===== config.mk =====
export PLATFORM = sky130hd
export DESIGN_NAME = rf_op_ctrl
export DESIGN_NICKNAME = d
export VERILOG_FILES = /design/src/rtl/rf_op_pkg.sv /design/src/rtl/rf_op_alu.sv /design/src/rtl/rf_op_ctrl.sv
export SDC_FILE = /design/constraint.sdc
export NUM_CORES = 1
export LEC_CHECK = 0
export CAP_MARGIN = 20
export CORE_ASPECT_RATIO = 1.75
export CORE_UTILIZATION = 45
export DETAILED_ROUTE_END_ITERATION = 7
export MAX_ROUTING_LAYER = met4
export PLACE_DENSITY = 0.82
export SETUP_SLACK_MARGIN = 0.5
export SLEW_MARGIN = 20
export SYNTH_ARGS = -nofsm -noshare
export SYNTH_HDL_FRONTEND = slang
export SYNTH_SLANG_ARGS = --single-unit

===== constraint.sdc =====
create_clock -name clk -period 2.5 [get_ports clk]
set_input_delay 0.75 -clock clk [delete_from_list [all_inputs] [get_ports clk]]
set_output_delay 0.75 -clock clk [all_outputs]
set_load 0.05 [all_outputs]

===== src/rtl/rf_op_pkg.sv =====
// Shared constants for the register-file operation controller: default widths,
// operation codes and FSM state encodings, used by the RTL and its bench.
package rf_op_pkg;

    localparam int DATA_W_DEF = 16;
    localparam int ADDR_W_DEF = 3;

    localparam logic [1:0] OP_ADD = 2'b00;
    localparam logic [1:0] OP_SUB = 2'b01;
    localparam logic [1:0] OP_AND = 2'b10;
    localparam logic [1:0] OP_XOR = 2'b11;

    localparam logic [1:0] ST_IDLE  = 2'b00;
    localparam logic [1:0] ST_READ  = 2'b01;
    localparam logic [1:0] ST_EXEC  = 2'b10;
    localparam logic [1:0] ST_WRITE = 2'b11;

    function automatic string op_name(input logic [1:0] op);
        case (op)
            OP_ADD:  return "ADD";
            OP_SUB:  return "SUB";
            OP_AND:  return "AND";
            default: return "XOR";
        endcase
    endfunction

endpackage


===== src/rtl/rf_op_alu.sv =====
// Purely combinational ALU: ADD/SUB with carry/borrow, bitwise AND/XOR.
module rf_op_alu
    import rf_op_pkg::*;
#(
    parameter int DATA_W = DATA_W_DEF
) (
    input  logic [DATA_W-1:0] a,
    input  logic [DATA_W-1:0] b,
    input  logic [1:0]        op,
    output logic [DATA_W-1:0] result,
    output logic              carry
);

    logic [DATA_W:0] sum_w;
    logic [DATA_W:0] diff_w;

    assign sum_w  = {1'b0, a} + {1'b0, b};
    // The extra top bit of the widened difference is set exactly when a < b.
    assign diff_w = {1'b0, a} - {1'b0, b};

    always_comb begin
        result = '0;
        carry  = 1'b0;
        case (op)
            OP_ADD: begin
                result = sum_w[DATA_W-1:0];
                carry  = sum_w[DATA_W];
            end
            OP_SUB: begin
                result = diff_w[DATA_W-1:0];
                carry  = diff_w[DATA_W];
            end
            OP_AND:  result = a & b;
            default: result = a ^ b;
        endcase
    end

endmodule


===== src/rtl/rf_op_ctrl.sv =====
// Sequences one register-file operation per command: IDLE -> READ -> EXEC -> WRITE.
// Handshake: a command transfers on a rising edge where cmd_valid && cmd_ready.
module rf_op_ctrl
    import rf_op_pkg::*;
#(
    parameter int DATA_W = DATA_W_DEF,
    parameter int ADDR_W = ADDR_W_DEF
) (
    input  logic              clk,
    input  logic              reset,
    input  logic              cmd_valid,
    output logic              cmd_ready,
    input  logic [1:0]        cmd_op,
    input  logic [ADDR_W-1:0] cmd_src_a,
    input  logic [ADDR_W-1:0] cmd_src_b,
    input  logic [ADDR_W-1:0] cmd_dst,
    output logic [ADDR_W-1:0] rf_rd_addr_a,
    output logic [ADDR_W-1:0] rf_rd_addr_b,
    input  logic [DATA_W-1:0] rf_d_out_a,
    input  logic [DATA_W-1:0] rf_d_out_b,
    output logic              rf_wr,
    output logic [ADDR_W-1:0] rf_wr_addr,
    output logic [DATA_W-1:0] rf_d_in,
    output logic              done,
    output logic [DATA_W-1:0] result,
    output logic              carry,
    output logic              zero,
    output logic [1:0]        dbg_state
);

    logic [1:0]        state_q, state_d;
    logic [1:0]        op_q, op_d;
    logic [ADDR_W-1:0] src_a_q, src_a_d;
    logic [ADDR_W-1:0] src_b_q, src_b_d;
    logic [ADDR_W-1:0] dst_q, dst_d;
    logic [DATA_W-1:0] opa_q, opa_d;
    logic [DATA_W-1:0] opb_q, opb_d;
    logic [DATA_W-1:0] result_q, result_d;
    logic              carry_q, carry_d;
    logic              zero_q, zero_d;

    logic [DATA_W-1:0] alu_result;
    logic              alu_carry;
    logic              wr_active;

    rf_op_alu #(.DATA_W(DATA_W)) u_alu (
        .a      (opa_q),
        .b      (opb_q),
        .op     (op_q),
        .result (alu_result),
        .carry  (alu_carry)
    );

    always_comb begin
        state_d  = state_q;
        op_d     = op_q;
        src_a_d  = src_a_q;
        src_b_d  = src_b_q;
        dst_d    = dst_q;
        opa_d    = opa_q;
        opb_d    = opb_q;
        result_d = result_q;
        carry_d  = carry_q;
        zero_d   = zero_q;
        case (state_q)
            ST_IDLE: begin
                if (cmd_valid) begin
                    op_d    = cmd_op;
                    src_a_d = cmd_src_a;
                    src_b_d = cmd_src_b;
                    dst_d   = cmd_dst;
                    state_d = ST_READ;
                end
            end
            ST_READ: begin
                opa_d   = rf_d_out_a;
                opb_d   = rf_d_out_b;
                state_d = ST_EXEC;
            end
            ST_EXEC: begin
                result_d = alu_result;
                carry_d  = alu_carry;
                zero_d   = (alu_result == '0);
                state_d  = ST_WRITE;
            end
            default: state_d = ST_IDLE;
        endcase
    end

    always_ff @(posedge clk) begin
        if (reset) begin
            state_q  <= ST_IDLE;
            op_q     <= '0;
            src_a_q  <= '0;
            src_b_q  <= '0;
            dst_q    <= '0;
            opa_q    <= '0;
            opb_q    <= '0;
            result_q <= '0;
            carry_q  <= 1'b0;
            zero_q   <= 1'b0;
        end else begin
            state_q  <= state_d;
            op_q     <= op_d;
            src_a_q  <= src_a_d;
            src_b_q  <= src_b_d;
            dst_q    <= dst_d;
            opa_q    <= opa_d;
            opb_q    <= opb_d;
            result_q <= result_d;
            carry_q  <= carry_d;
            zero_q   <= zero_d;
        end
    end

    // Reset gates the write strobe directly so a WRITE cycle under reset is harmless.
    assign wr_active    = (state_q == ST_WRITE) && !reset;
    assign rf_wr        = wr_active;
    assign done         = wr_active;
    assign rf_wr_addr   = wr_active ? dst_q : '0;
    assign rf_d_in      = wr_active ? result_q : '0;
    assign cmd_ready    = (state_q == ST_IDLE) && !reset;
    assign rf_rd_addr_a = src_a_q;
    assign rf_rd_addr_b = src_b_q;
    assign result       = result_q;
    assign carry        = carry_q;
    assign zero         = zero_q;
    assign dbg_state    = state_q;

endmodule


Word level (Yosys, flattened, before mapping). Cells that the tools add are included.

Logic and storage cells: 33. Register bits after elaboration: 63. Output and inout bits: 48. Input port bits: 46.

Equal/unequal tests: 6. Add/subtract/negate cells: 2. Reductions and logical operators: 7. Muxes and demuxes: 6. Bitwise operators: 2.

Operators by type and width (number): 16-bit case mux with 3 select lines (1); 16-bit by 16-bit adder with 17-bit output (1); 16-bit by 16-bit subtractor with 17-bit output (1); 16-bit AND (1); 16-bit zero test (1); 16-bit two-way mux (1); 16-bit XOR (1); 2-bit equality test (second input constant) (3); 2-bit case mux with 3 select lines (1); 2-bit by 1-bit equality test with 1-bit output (second input constant) (2); 2-bit zero test (2); 3-bit two-way mux (1); 1-bit logical AND (2); 2-bit two-way mux (1); 2-bit inequality test (second input constant) (1); 1-bit case mux with 2 select lines (1); 2-bit AND reduction (1); 1-bit zero test (1).

Longest topological paths before layout.
Word-level depth: 3. Gate-level depth with buffers: 13.

Modules after synthesis. Synthesis repeated with hierarchy kept, for this count alone.

Cells, all modules: 558. Area total of the unflattened synthesis: 4480.5 um^2.

Modules (own cells, without submodules): rf_op_ctrl (cells an instance 259, seq. area each 1261.2 um^2, times used 1, area an instance 2512.4 um^2); rf_op_alu (cells an instance 299, seq. area each 0.0 um^2, times used 1, area an instance 1968.1 um^2).

Worst setup path after synthesis. OpenSTA, ideal clock, no wires.

Kind: input -> output. Start: input reset. End: output rf_d_in[10]. Data arrival time: 2192 ps. Data required time: 1750 ps. Path buffers: 2. Path slack: -442 ps. Cell stages on the path: 4. Cell sequence: clkbuf_1 > nor2b_1 > clkbuf_1 > and2_1.

Word-level cells in the longest chain between the ends: 3.

Ends and longest elaborated chain: start: declaration (line rf_op_ctrl.sv:10) `input logic reset,`; 1-bit zero test (line rf_op_ctrl.sv:117) `assign wr_active = (state_q == ST_WRITE) && !reset;`; 1-bit logical AND (line rf_op_ctrl.sv:117); named net done (line rf_op_ctrl.sv:24) `output logic done,`; 16-bit two-way mux (line rf_op_ctrl.sv:121) `assign rf_d_in = wr_active ? result_q : '0;`; end: declaration (line rf_op_ctrl.sv:23) `output logic [DATA_W-1:0] rf_d_in,`.

The timed path passes the listed nets, and every way through them passes these cells.

Final worst setup path.
Start: register opb_q[0]. End: register zero_q, in the netlist zero.

Word-level cells in the longest chain between the ends: 3.

Ends and longest elaborated chain: start: declaration (line rf_op_ctrl.sv:37) `logic [DATA_W-1:0] opb_q, opb_d;`; start signal: assignment (line rf_op_ctrl.sv:109) `opb_q <= opb_d;`; 16-bit by 16-bit subtractor with 17-bit output (tied with other cells) (line rf_op_alu.sv:19) `assign diff_w = {1'b0, a} - {1'b0, b};`; 16-bit case mux with 3 select lines (*) (line rf_op_alu.sv:24) `case (op)`; 16-bit zero test (*) (line rf_op_ctrl.sv:83) `zero_d = (alu_result == '0);`; end signal: assignment (line rf_op_ctrl.sv:112) `zero_q <= zero_d;`; end: declaration (line rf_op_ctrl.sv:40) `logic zero_q, zero_d;`.

Every way passes the cells marked *; elsewhere a longest branch is shown, timed or not. A chain may end at the register's enable or synchronous reset.

==> flow_summary_export.csv <==
group,metric,value,unit
worst_setup_path,crit_path_max_fanout,4,
clock_tree,cts.clk_slew.worst_paths,0.06,ns
route,wirelength,16.3,mm
route,dr.pass1.iters,5,
cells_and_area,final_util,78.3,%
synth,synth_edf_count,0,
sta,final.setup.tns,-1.44,ns
cells_and_area,regArea,1290,µm²
synth,ys_seq_area_share,27.4,%
die,core_area,9910,µm²
global_routing,grt_pass1_vias,5064,
cells_and_area,final_cell_mix,"97 x buf_4, 67 x nor2_1, 54 x nand2_1, 49 x dfxtp_1, 44 x clkdlybuf4s50_1",
pwr,p_leak,3.25,nW
worst_setup_path,start_kind,"flop",
synth,ys_types,67,
route,routed-via-count,5108,
worst_setup_path,cp.arrival,3.14,ns
global_routing,antenna_found_initial,0,
clock_tree,cts_buffers,9,
worst_setup_path,r2r-start,"opb_q[0]$_SDFFE_PP0P_",
cells_and_area,layout-drive-gt1-share,39.3,%
synth,syn_area,4600,µm²
global_routing,top_usage_layer,"met2",
run_status,status,"finished with violations",
placement,postPlaceCellArea,6580,µm²
synth,synth.top_cell.area_share,27.4,%
synth,synth_top_area_cell,"dfxtp_1",
worst_setup_path,crit_end,"zero$_SDFFE_PP0P_",
placement,dpl.hpwl,11.2,mm
clock_tree,hold_buffers,0,
synth,ys_warn_count,0,
route,wl_per_cell,18.3,µm
cells_and_area,final_area,7760,µm²
global_routing,grt_max_degree,33,
hold_path,hold_class,"reg2reg",
worst_setup_path,r2r_end,"zero$_SDFFE_PP0P_",
sta,final_max_slew_viol_count,0,
global_routing,grt_pass1_wl,24.3,mm
die,fp.dieH,136,µm
cells_and_area,nFillCells,658,
global_routing,use_met2,55.8,%
sta,clock_skew,0.00813,ns
synth,syn_nets,666,
cells_and_area,final_cells,891,
clock_tree,cts_tree,"built",
cells_and_area,syn_to_final_growth,68.6,%
clock_tree,cts-root-buf,"clkbuf_16",
sta,setup_viol,7,
placement,post-place-cells,847,
worst_setup_path,cp-end-kind,"flop",
sta,rsz0062_at_grt,"yes",
die,die_x,78.4,µm
sta,worst_slack,-0.379,ns
die,io_pins,94,
worst_setup_path,r2r_slack,-0.38,ns
worst_setup_path,critPathRequiredTime,2.76,ns
global_routing,met3_usage,4.38,%
sta,worstMarginPinSlew,0.586,ns
route,route.detailed.drc,0,
global_routing,gr-usage-met1,30.6,%
sta,whs,0.450,ns
pwr,finalPower,8.99,mW
global_routing,overflow,0,
die,rows,48,
synth,synth_cells,581,
run_status,violations,"setup timing",
route,avgViaCountPerCell,5.73,
cells_and_area,insertedDiodeCount,0,
die,die_area,10600,µm²
die,initial_utilization,46.4,%
sta,post-route-min-period,2.88,ns
clock_tree,clkLatencyLatePin,0.34,ns
pwr,power.density,1160,nW/µm²
pwr,vdd_drop_max,938,µV
placement,port_buffers,93,
placement,place_congestion,0.968,
sta,fmax,347,MHz
route,ant_nets,0,
synth,async_flop_share,0,%
cells_and_area,layout.nets,846,
synth,netlist_top_cells_area,"dfxtp_1 27%, ha_1 10%, mux2i_1 8.9%",
synth,synth_seq_cells,63,
sta,hold_viol,0,
synth,ys_dominant_reg_cell,"dfxtp_1",
job,drv_cap,0,
worst_setup_path,path_class,"reg2reg",
clock_tree,clock_path_buffers,2,
route,first_iter_violations,227,
sta,slew-limit-headroom,60.9,%
sta,fin_crit_sh,115,%
placement,post-place-ws,-0.352,ns
synth,syn-mean-instance-area,7.92,µm²
clock_tree,cts_max_level,3,
cells_and_area,final_common_cell,"buf_4",
global_routing,grt_usage,30.3,%
worst_setup_path,worstRegToRegCells,12,
cells_and_area,multi_input_area,3740,µm²
worst_setup_path,startpoint,"opb_q[0]$_SDFFE_PP0P_",
clock_tree,clock_sinks,63,
critical path: stages (launching register included):
cell      delay [ns]
dfxtp_4         0.39
ha_4            0.16
inv_4           0.05
fa_2            0.38
o21bai_4        0.21
nand3_4         0.12
a211oi_1        0.31
a311oi_1        0.09
o311a_1         0.15
or4b_1          0.53
nor4_2          0.16
nand4_1         0.12
o21ai_1         0.13
power breakdown:
| part | total, mW | internal (mW) | switching, mW |
|---|---|---|---|
| Combinational | 6.02 | 2.82 | 3.20 |
| Sequential | 1.51 | 1.27 | 0.237 |
| Clock | 1.47 | 0.997 | 0.473 |
| Total | 8.99 | 5.09 | 3.91 |
state kept, by name, indices dropped and copies added, names as in the netlist:
signal        cells
dbg_state         2
op_q              2
rf_rd_addr_a      3
carry             1
rf_rd_addr_b      3
opa_q            16
zero              1
result           16
dst_q             3
opb_q            16
cells by family (layout without fill, tap and decap cells):
logic type	count (synthesis)	count (layout)	synth area share (%)
and+or+nand+nor	224	224	23.5
AOI/OAI and AO/OA	131	131	20.4
buffers and inverters	74	259	6.72
DFF	63	63	27.4
muxes	44	44	9.90
adders and majority gates	39	39	10.9
xor gates and xnor gates	6	6	1.14
per-layer routing:
metal	vias up	wire length, µm
li1	2406	-
met1	2442	6090
met2	190	8870
met3	70	617
met4	0	760
met5	-	0
cell type report:
class                   count  share of cell area, %
multi-input cells         444                   48.3
repair buffers            210                   26.9
flip-flops and latches     63                   16.6
clock buffers              10                   3.08
well taps                 125                   2.02
inverters                  33                   1.73
clock inverters             6                   1.39
worst min path at each step:
| stage | start | to | slack (ns) | cells past startpoint |
|---|---|---|---|---|
| after floorplan | dst_q[2]$_SDFFE_PP0P_ | dst_q[2]$_SDFFE_PP0P_ | 0.43 | 2 |
| after global placement | dst_q[2]$_SDFFE_PP0P_ | dst_q[2]$_SDFFE_PP0P_ | 0.44 | 2 |
| after detailed placement | rf_rd_addr_a[2]$_SDFFE_PP0P_ | rf_rd_addr_a[2]$_SDFFE_PP0P_ | 0.45 | 2 |
| after CTS | rf_rd_addr_a[2]$_SDFFE_PP0P_ | rf_rd_addr_a[2]$_SDFFE_PP0P_ | 0.45 | 2 |
| after global routing | dst_q[1]$_SDFFE_PP0P_ | dst_q[1]$_SDFFE_PP0P_ | 0.48 | 2 |
| final | rf_rd_addr_a[2]$_SDFFE_PP0P_ | rf_rd_addr_a[2]$_SDFFE_PP0P_ | 0.45 | 2 |
synth_stat cells, types with 11 or more instances:
| library cell | n |
|---|---|
| nor2_1 | 72 |
| a21oi_1 | 28 |
| ha_1 | 37 |
| and2_1 | 21 |
| dfxtp_1 | 63 |
| nor2b_1 | 11 |
| mux2i_1 | 41 |
| nor3_1 | 11 |
| nand2_1 | 56 |
| o21ai_0 | 22 |
| inv_1 | 32 |
| nand3_1 | 12 |
| clkbuf_1 | 20 |
timing repair:
item	4_1_cts	5_1_grt
buffers inserted	19	8
endpoints found under the setup margin	64	52
gates resized for setup	116	82
cloned	1	0
pin swaps	28	26
Power figures use the tool's default switching activity.
